$ cat src/rtl/core_pkg.sv
// Shared core types and constants used by the fetch stage.
package core_pkg;

  // Reset PC used when the integrator does not override it.
  localparam logic [31:0] BOOT_ADDR_DEFAULT = 32'h0000_0000;

  // One prefetched instruction together with the PC it was fetched from.
  typedef struct packed {
    logic [31:0] pc;
    logic [31:0] instr;
  } fetch_entry_t;

  // Force a byte address onto a word boundary.
  function automatic logic [31:0] word_align(input logic [31:0] addr);
    return {addr[31:2], 2'b00};
  endfunction

endpackage

$ cat src/rtl/fetch_fifo.sv
// Small synchronous FIFO of fetch entries. The head is read straight out of
// the storage registers, so a pushed entry becomes visible on the next cycle.
module fetch_fifo
  import core_pkg::*;
#(
  parameter int unsigned DEPTH = 2,
  parameter int unsigned CW    = $clog2(DEPTH + 1)
) (
  input  logic         clk_i,
  input  logic         rst_i,
  input  logic         clear_i,
  input  logic         push_i,
  input  fetch_entry_t entry_i,
  input  logic         pop_i,
  output fetch_entry_t head_o,
  output logic [CW-1:0] cnt_o
);

  localparam int unsigned PW = (DEPTH > 1) ? $clog2(DEPTH) : 1;

  fetch_entry_t  mem_r [DEPTH];
  logic [PW-1:0] wr_ptr_r;
  logic [PW-1:0] rd_ptr_r;
  logic [CW-1:0] cnt_r;
  logic          push_ok_s;
  logic          pop_ok_s;

  // Circular pointer advance that also works for non power-of-two depths.
  function automatic logic [PW-1:0] ptr_inc(input logic [PW-1:0] p);
    if (p == PW'(DEPTH - 1)) begin
      return {PW{1'b0}};
    end else begin
      return p + PW'(1);
    end
  endfunction

  // A push into a full FIFO is only allowed when the head leaves the same cycle.
  assign pop_ok_s  = pop_i && (cnt_r != {CW{1'b0}});
  assign push_ok_s = push_i && ((cnt_r < CW'(DEPTH)) || pop_ok_s);

  // Storage, pointers and occupancy; clear empties the FIFO in one cycle.
  always_ff @(posedge clk_i or posedge rst_i) begin
    if (rst_i) begin
      for (int i = 0; i < int'(DEPTH); i++) begin
        mem_r[i] <= '{pc: 32'h0000_0000, instr: 32'h0000_0000};
      end
      wr_ptr_r <= {PW{1'b0}};
      rd_ptr_r <= {PW{1'b0}};
      cnt_r    <= {CW{1'b0}};
    end else if (clear_i) begin
      wr_ptr_r <= {PW{1'b0}};
      rd_ptr_r <= {PW{1'b0}};
      cnt_r    <= {CW{1'b0}};
    end else begin
      if (push_ok_s) begin
        mem_r[wr_ptr_r] <= entry_i;
        wr_ptr_r        <= ptr_inc(wr_ptr_r);
      end
      if (pop_ok_s) begin
        rd_ptr_r <= ptr_inc(rd_ptr_r);
      end
      case ({push_ok_s, pop_ok_s})
        2'b10:   cnt_r <= cnt_r + CW'(1);
        2'b01:   cnt_r <= cnt_r - CW'(1);
        default: cnt_r <= cnt_r;
      endcase
    end
  end

  assign head_o = mem_r[rd_ptr_r];
  assign cnt_o  = cnt_r;

endmodule

$ cat src/rtl/fetch_unit_checker.sv
// Protocol checks for the fetch stage, kept apart from the datapath.
module fetch_unit_checker #(
  parameter int unsigned DEPTH = 2,
  parameter int unsigned CW    = 2,
  parameter int unsigned DW    = 3
) (
  input logic          clk_i,
  input logic          rst_i,
  input logic          rvalid_i,
  input logic [CW-1:0] outst_i,
  input logic [DW-1:0] disc_i,
  input logic [CW-1:0] fifo_cnt_i,
  input logic          push_i,
  input logic          pop_i
);

  // A response is only legal while some request is still owed one.
  a_rvalid_tracked: assert property (@(posedge clk_i) disable iff (rst_i)
    rvalid_i |-> ((outst_i != {CW{1'b0}}) || (disc_i != {DW{1'b0}})));

  // The credit rule must keep every push inside the FIFO.
  a_no_overflow: assert property (@(posedge clk_i) disable iff (rst_i)
    (push_i && !pop_i) |-> (fifo_cnt_i < CW'(DEPTH)));

endmodule

$ cat src/rtl/fetch_unit.sv
// Instruction fetch stage: issues word fetches, tracks outstanding and
// wrong-path responses, and buffers instructions with their PCs for ID.
module fetch_unit
  import core_pkg::*;
#(
  parameter int unsigned DEPTH     = 2,
  parameter logic [31:0] BOOT_ADDR = BOOT_ADDR_DEFAULT
) (
  input  logic        clk_i,
  input  logic        rst_i,
  output logic        imem_req_o,
  output logic [31:0] imem_addr_o,
  input  logic        imem_gnt_i,
  input  logic        imem_rvalid_i,
  input  logic [31:0] imem_rdata_i,
  input  logic        stall_if_i,
  input  logic        redirect_i,
  input  logic [31:0] redirect_addr_i,
  output logic        valid_if_o,
  output logic [31:0] instr_if_o,
  output logic [31:0] pc_if_o
);

  localparam int unsigned CW = $clog2(DEPTH + 1);
  // The discard counter gets one extra bit: back-to-back redirects against a
  // slow memory can leave more than DEPTH wrong-path responses pending.
  localparam int unsigned DW = CW + 1;
  localparam int unsigned TW = DW + 1;
  localparam logic [DW-1:0] DISC_MAX = {DW{1'b1}};

  logic [31:0]   fpc_r, fpc_n;
  logic [CW-1:0] outst_r, outst_n;
  logic [DW-1:0] disc_r, disc_n;
  logic          held_r, held_n;
  logic          held_stale_r, held_stale_n;
  logic [31:0]   held_addr_r, held_addr_n;

  logic [CW-1:0] fifo_cnt_s;
  fetch_entry_t  head_s;
  fetch_entry_t  push_entry_s;
  logic [CW:0]   credit_sum_s;
  logic [TW-1:0] pend_total_s;
  logic          credit_ok_s;
  logic          room_ok_s;
  logic          req_s;
  logic [31:0]   addr_s;
  logic          gnt_s;
  logic          stale_gnt_s;
  logic          fresh_gnt_s;
  logic          rsp_drop_s;
  logic          rsp_live_s;
  logic          rsp_any_s;
  logic          push_s;
  logic          pop_s;
  logic          valid_s;
  logic [31:0]   push_pc_s;

  // Issue credit counts buffered plus in-flight correct-path fetches; the room
  // check keeps the total pending response count representable.
  assign credit_sum_s = (CW + 1)'(outst_r) + (CW + 1)'(fifo_cnt_s);
  assign credit_ok_s  = credit_sum_s < (CW + 1)'(DEPTH);
  assign pend_total_s = TW'(disc_r) + TW'(outst_r);
  assign room_ok_s    = pend_total_s < TW'(DISC_MAX);

  // A held request stays up with its original address until granted.
  assign req_s  = !rst_i && (held_r || (!redirect_i && credit_ok_s && room_ok_s));
  assign addr_s = held_r ? held_addr_r : word_align(fpc_r);
  assign gnt_s  = req_s && imem_gnt_i;

  // Grants of requests raised before a redirect belong to the wrong path.
  assign stale_gnt_s = gnt_s && (redirect_i || (held_r && held_stale_r));
  assign fresh_gnt_s = gnt_s && !stale_gnt_s;

  // In-order responses: discarded ones always precede correct-path ones.
  assign rsp_drop_s = imem_rvalid_i && (disc_r != {DW{1'b0}});
  assign rsp_live_s = imem_rvalid_i && (disc_r == {DW{1'b0}}) && (outst_r != {CW{1'b0}});
  assign rsp_any_s  = rsp_drop_s || rsp_live_s;

  // The oldest correct-path request was issued outst_r words behind fpc_r.
  assign push_pc_s    = fpc_r - (32'(outst_r) << 2);
  assign push_entry_s = '{pc: push_pc_s, instr: imem_rdata_i};

  assign valid_s = (fifo_cnt_s != {CW{1'b0}}) && !redirect_i;
  assign pop_s   = valid_s && !stall_if_i;
  assign push_s  = rsp_live_s && !redirect_i;

  // Next fetch PC and counters; a redirect folds in-flight requests into discard.
  always_comb begin
    outst_n = outst_r;
    disc_n  = disc_r;
    fpc_n   = fpc_r;
    if (redirect_i) begin
      outst_n = {CW{1'b0}};
      disc_n  = disc_r + DW'(outst_r) + DW'(stale_gnt_s) - DW'(rsp_any_s);
      fpc_n   = word_align(redirect_addr_i);
    end else begin
      outst_n = outst_r + CW'(fresh_gnt_s) - CW'(rsp_live_s);
      disc_n  = disc_r + DW'(stale_gnt_s) - DW'(rsp_drop_s);
      if (fresh_gnt_s) begin
        fpc_n = fpc_r + 32'd4;
      end else begin
        fpc_n = fpc_r;
      end
    end
  end

  // Remember an ungranted request and whether a redirect has orphaned it.
  always_comb begin
    held_n       = 1'b0;
    held_stale_n = 1'b0;
    held_addr_n  = held_addr_r;
    if (req_s && !imem_gnt_i) begin
      held_n       = 1'b1;
      held_stale_n = (held_r && held_stale_r) || redirect_i;
      held_addr_n  = addr_s;
    end else begin
      held_n       = 1'b0;
      held_stale_n = 1'b0;
      held_addr_n  = held_addr_r;
    end
  end

  // Fetch state registers.
  always_ff @(posedge clk_i or posedge rst_i) begin
    if (rst_i) begin
      fpc_r        <= word_align(BOOT_ADDR);
      outst_r      <= {CW{1'b0}};
      disc_r       <= {DW{1'b0}};
      held_r       <= 1'b0;
      held_stale_r <= 1'b0;
      held_addr_r  <= word_align(BOOT_ADDR);
    end else begin
      fpc_r        <= fpc_n;
      outst_r      <= outst_n;
      disc_r       <= disc_n;
      held_r       <= held_n;
      held_stale_r <= held_stale_n;
      held_addr_r  <= held_addr_n;
    end
  end

  fetch_fifo #(
    .DEPTH (DEPTH),
    .CW    (CW)
  ) u_fifo (
    .clk_i   (clk_i),
    .rst_i   (rst_i),
    .clear_i (redirect_i),
    .push_i  (push_s),
    .entry_i (push_entry_s),
    .pop_i   (pop_s),
    .head_o  (head_s),
    .cnt_o   (fifo_cnt_s)
  );

  fetch_unit_checker #(
    .DEPTH (DEPTH),
    .CW    (CW),
    .DW    (DW)
  ) u_checker (
    .clk_i      (clk_i),
    .rst_i      (rst_i),
    .rvalid_i   (imem_rvalid_i),
    .outst_i    (outst_r),
    .disc_i     (disc_r),
    .fifo_cnt_i (fifo_cnt_s),
    .push_i     (push_s),
    .pop_i      (pop_s)
  );

  assign imem_req_o  = req_s;
  assign imem_addr_o = addr_s;
  assign valid_if_o  = valid_s;
  assign instr_if_o  = head_s.instr;
  assign pc_if_o     = head_s.pc;

endmodule
$ cat config.mk
export PLATFORM = sky130hd
export DESIGN_NAME = fetch_unit
export DESIGN_NICKNAME = d
export VERILOG_FILES = /design/src/rtl/core_pkg.sv /design/src/rtl/fetch_fifo.sv /design/src/rtl/fetch_unit_checker.sv /design/src/rtl/fetch_unit.sv
export SDC_FILE = /design/constraint.sdc
export NUM_CORES = 1
export LEC_CHECK = 0
export BUFFER_PORTS_ARGS = -buffer_cell sky130_fd_sc_hd__buf_2
export CAP_MARGIN = 20
export CORE_UTILIZATION = 60
export DETAILED_ROUTE_END_ITERATION = 6
export PLACE_DENSITY_LB_ADDON = 0.15
export SYNTH_ARGS = -nofsm -noshare
export SYNTH_HDL_FRONTEND = slang
export SYNTH_SLANG_ARGS = --single-unit
export TNS_END_PERCENT = 10
$ cat constraint.sdc
create_clock -name clk_i -period 24.4 [get_ports clk_i]
set_clock_uncertainty 0.1 [all_clocks]
set_input_delay 3.66 -clock clk_i [delete_from_list [all_inputs] [get_ports clk_i]]
set_output_delay 3.66 -clock clk_i [all_outputs]
set_load 0.005 [all_outputs]
### Yosys cells after proc, flatten, opt, wreduce, memory -nomap -nowiden

Cells that the tools add are included.

* bits of input ports: 70
* register bits after elaboration: 203
* logic and storage cells: 95
* output and inout bits: 98

* multiplexer cells: 21
* eq/ne operators: 2
* add/sub/neg operators: 15
* reduce and logical (&&, ||, !) cells: 35
* bitwise operators: 3
* order comparisons: 6

Operators with widths (number)
* $mux W64: 4
* $bwmux W128: 1
* $mux W32: 3
* $demux W64 S1: 1
* $add A32 B3 Y32 const B: 1
* $sub A32 B4 Y32: 1
* $logic_and A1 B1 Y1: 17
* $reduce_bool A2 Y1: 5
* $mux W1: 8
* $add A3 B1 Y3: 2
* $reduce_bool A3 Y1: 2
* $sub A3 B1 Y3: 2
* $logic_not A1 Y1: 5
* $add A3 B2 Y4: 1
* $ge A2 B2 Y1 const B: 2
* $logic_or A1 B1 Y1: 4
* $lt A4 B3 Y1 const B: 1
* $mux W2: 2
* $not A1 Y2: 2
* $pmux W2 S2: 1
* $add A2 B2 Y3: 1
* $add A3 B2 Y3: 1
* $logic_not A3 Y1: 1
* $lt A3 B2 Y1 const B: 1
* other kinds (12): 13

### Depth between registers and ports, before layout

* depth in word-level cells: 13
* mapped depth: 13
* depth with buffers taken out: 13

### Hierarchy

Synthesis repeated with hierarchy kept, for this count alone.

* cell total of the unflattened synthesis: 861
* area, all modules: 10652.7 um^2

Modules (own cells, without submodules)
* fetch_fifo: area each 6025.8 um^2, cells an instance 365, sequential area each 3303.2 um^2, times used 1
* fetch_unit: area each 4626.9 um^2, cells an instance 496, sequential area each 1726.7 um^2, times used 1

### Worst setup path after synthesis

Ideal clock, no wire load.

* path type: input to output
* start point: in rst_i
* end point: out imem_req_o
* setup slack: 11486 ps
* data required time: 20640 ps
* stages on the path: 3
* data arrival time: 9154 ps
* buffers on the path: 0
* cells stage by stage: inv_1 > o221ai_2 > nor2_1

* cells in the longest elaborated chain, start to end: 2

Ends and longest elaborated chain
* start, declared: line fetch_unit.sv:10 `input logic rst_i,`
* $logic_not A1 Y1 (no source line)
* $logic_and A1 B1 Y1: line fetch_unit.sv:66 `assign req_s = !rst_i && (held_r || (!redirect_i && credit_ok_s && room_ok_s));`
* end, declared: line fetch_unit.sv:11 `output logic imem_req_o,`

Every way passes these cells.

### Worst setup path in the final report

* start point: in redirect_i
* end point: out imem_req_o

* cells in the longest elaborated chain, start to end: 5

Ends and longest elaborated chain
* start, declared: line fetch_unit.sv:17 `input logic redirect_i,`
* $logic_not A1 Y1: line fetch_unit.sv:66
* $logic_and A1 B1 Y1 (2 in series): line fetch_unit.sv:66
* $logic_or A1 B1 Y1: line fetch_unit.sv:66
* $logic_and A1 B1 Y1: line fetch_unit.sv:66

Every way passes these cells.

==> run metrics <==
outcome=completed; Synth Area in Simple Gates=15.0%; grt met2 use=40.5%; sw frac=29.4%; CP startpoint kind=input pin; Area growth syn-to-layout=14.3%; CTS Root Cell=clkbuf_16; post-placement cell count=1262; Reg power frac=47.7%; share of total power in combinational logic=22.0%; GR peak layer=met2; Synth area leader=dfrtp_1; Final period util=36.8%; RSZ-0062 raised after global routing=false; endpoints failing setup=0; mux cell area share after synthesis=17.9%; TritonCTS clock tree=yes; largest net degree at the start of global routing=73; fin cells=1294; Internal=627 uW; actual slew at the worst max-slew pin=1.02 ns; vias in the first global route=6847; Mapped Cells=943; Crit Reg-Reg Startpoint=outst_r[0]$_DFF_PP0_; IO buf count=163; Max Fanout on Critical Path=72; # H-tree levels=4; RePlAce Congestion=0.815; Rows=46; antenna diode count=0; Post-Synth Adder-Cell Area=2.58%; first-pass GRT wire length=33800 um; Die Span Y=131 um; post-synthesis compound-gate area fraction=5.83%; Crit Path Class=in2out; drt first pass iters=4; CTS Hold Buffers Added=0; XOR/XNOR Fraction of Synth Area=5.44%; setup TNS=0 ns; worst IR drop on VDD=0.0000527 V; Initial Utilization=62.1%; #FFs+latches synth=197; PwrDens=77.8 mW/mm2; Distinct cells, synth=53; DR DRC count=0; Total Routing Usage GR=25.4%; LEAKAGE=5.69 nW; Syn. warnings=0; mapped cell area=0.00997 mm2; R2R setup slack=20.69 ns; Final #Nets=1152; Core Region=0.0161 mm2; Final HPWL DP=14200 um; hold endpoint=held_addr_r[30]$_DFFE_PP0P_; max-capacitance violation count=0; CTS Buffer Depth=2; Reg2Reg Capture Point=disc_r[2]$_DFF_PP0_; vias=7034; total gr overflow=0; drt wl/cell=16.1 um; Required @ worst endpoint=20.64 ns; post-synthesis sequential area ratio=49.4%; Post-CTS Setup Inserts=0; initial antenna violation count=0; Syn Area/Cell=10.6 um2; Worst Hold Depth=2; die area=0.0171 mm2; minimum clock period after layout=8.98 ns; Worst Hold Class=reg2reg; CP Capture Type=primary output; drt total wl=20900 um; # IOs=168; commonest non-fill, non-tap cell in the layout=nand2_1; met3 usage=3.95%; share of cells above drive strength 1=35.4%; clock-pin slew on the worst setup and hold paths=0.07 ns; Synth area leaders=dfrtp_1 (49%), mux2_2 (18%), nand2_1 (7.4%), o21ai_0 (4.2%), xor2_1 (2.8%); worst reg2reg path depth=13; Clock power frac=30.3%; largest family of logic cells by synthesized area=multiplexers; Worst EP arrival=5.22 ns; Fin. Hold Viols=0; Worst Min Path Start=held_addr_r[30]$_DFFE_PP0P_; clock buffer count from CTS=17; grt met1 use=35.9%; DRT iter0 DRCs=282; Worst-Skew Late Latency=0.43 ns; Net Switching=261 uW; die width=131 um; Final Max Slew Viols=0; max frequency=0.111 GHz; Yosys top cell area share=49.4%; Post-DRT Antenna Nets=0; vias per cell=5.44; Max transition margin=31.6%; number of clock sinks=197; Pwr Total=888 uW; commonest non-fill, non-tap cells in the layout=nand2_1 (197), dfrtp_1 (196), buf_2 (163); post-cts resize count=0
-- cell type report --
type                       instances  area, um2
clock buffer                      22        484
fill                            1207       4650
clock inverter                    10       86.3
inverter                          19       78.8
multi-input combinational        658       4670
tap                              216        270
sequential                       197       4930
timing repair buffer             172        883
-- synth_stat cells, drive strengths merged --
library cell	count
or3	7
a21oi	5
buf	20
o21ai	92
mux2	158
nand2b	2
and2	7
or4	4
nand3b	4
o221ai	1
or4b	1
or2	2
nand2	197
mux2i	1
nand3	19
nor2b	3
a21o	2
xnor2	30
xor2	32
conb	1
o21a	2
dfrtp	197
fa	6
a31oi	1
and3	3
nor3	13
a22oi	1
nor2	23
or3b	1
a211oi	2
clkbuf	50
o211ai	1
nand4	7
inv	19
and4	3
nor4b	1
nand4b	2
nor4	10
ha	11
nor3b	1
o31ai	1
-- worst max-delay path, cell delays in order --
cell and delay, ns:
buf_2 0.08, buf_4 0.54, nor3_1 0.16, o221ai_2 0.46, nor2_1 0.15, buf_2 0.16
-- power by group through the flow --
stage / Clock [mW] / Sequential (mW) / Combinational, mW
2_1_floorplan: 0 / 0.412 / 0.140
3_3_place_gp: 0 / 0.425 / 0.190
3_5_place_dp: 0 / 0.429 / 0.196
4_1_cts: 0.274 / 0.423 / 0.198
5_1_grt: 0.288 / 0.431 / 0.225
6_report: 0.269 / 0.423 / 0.196
-- state kept, by name, indices dropped and copies added (netlist names) --
| name | count |
|---|---|
| held_addr_r | 32 |
| u_fifo.wr_ptr_r | 1 |
| outst_r | 2 |
| u_fifo.cnt_o | 2 |
| held_stale_r | 1 |
| u_fifo.mem_r | 124 |
| held_r | 1 |
| u_fifo.rd_ptr_r | 1 |
| disc_r | 3 |
| fpc_r | 30 |
-- per-layer routing --
| layer | vias up | wire length (um) |
|---|---|---|
| li1 | 3427 | - |
| met1 | 3388 | 9720 |
| met2 | 200 | 9800 |
| met3 | 19 | 1120 |
| met4 | 0 | 245 |
| met5 | - | 0 |
-- cell families (layout without fill, tap and decap cells) --
| logic type | Yosys count | count (layout) |
|---|---|---|
| fa+ha+maj | 17 | 17 |
| compound gates | 108 | 108 |
| other cells | 1 | 2 |
| xor+xnor | 62 | 62 |
| flops | 197 | 197 |
| mux | 159 | 159 |
| simple gates | 310 | 310 |
| buf+inv | 89 | 223 |
-- worst max-delay path by stage --
stage                          start         end  slack, ns  cells after the start
after CTS                 redirect_i  imem_req_o      15.45                      6
final                     redirect_i  imem_req_o      15.42                      6
after global placement    redirect_i  imem_req_o      15.50                      6
after detailed placement  redirect_i  imem_req_o      15.46                      6
after global routing      redirect_i  imem_req_o      15.30                      6
after floorplan                rst_i  imem_req_o      11.49                      3
-- stage by stage --
stage	hold WS [ns]	util [%]	area (um2)	setup WS (ns)
after CTS	0.375	71.0	11400	15.45
after global placement	0.351	67.5	10800	15.50
after global routing	0.389	71.0	11400	15.30
after detailed placement	0.356	67.5	10800	15.46
after floorplan	0.340	-	9980	11.49
final	0.372	71.0	11400	15.42
Power figures use the tool's default switching activity.
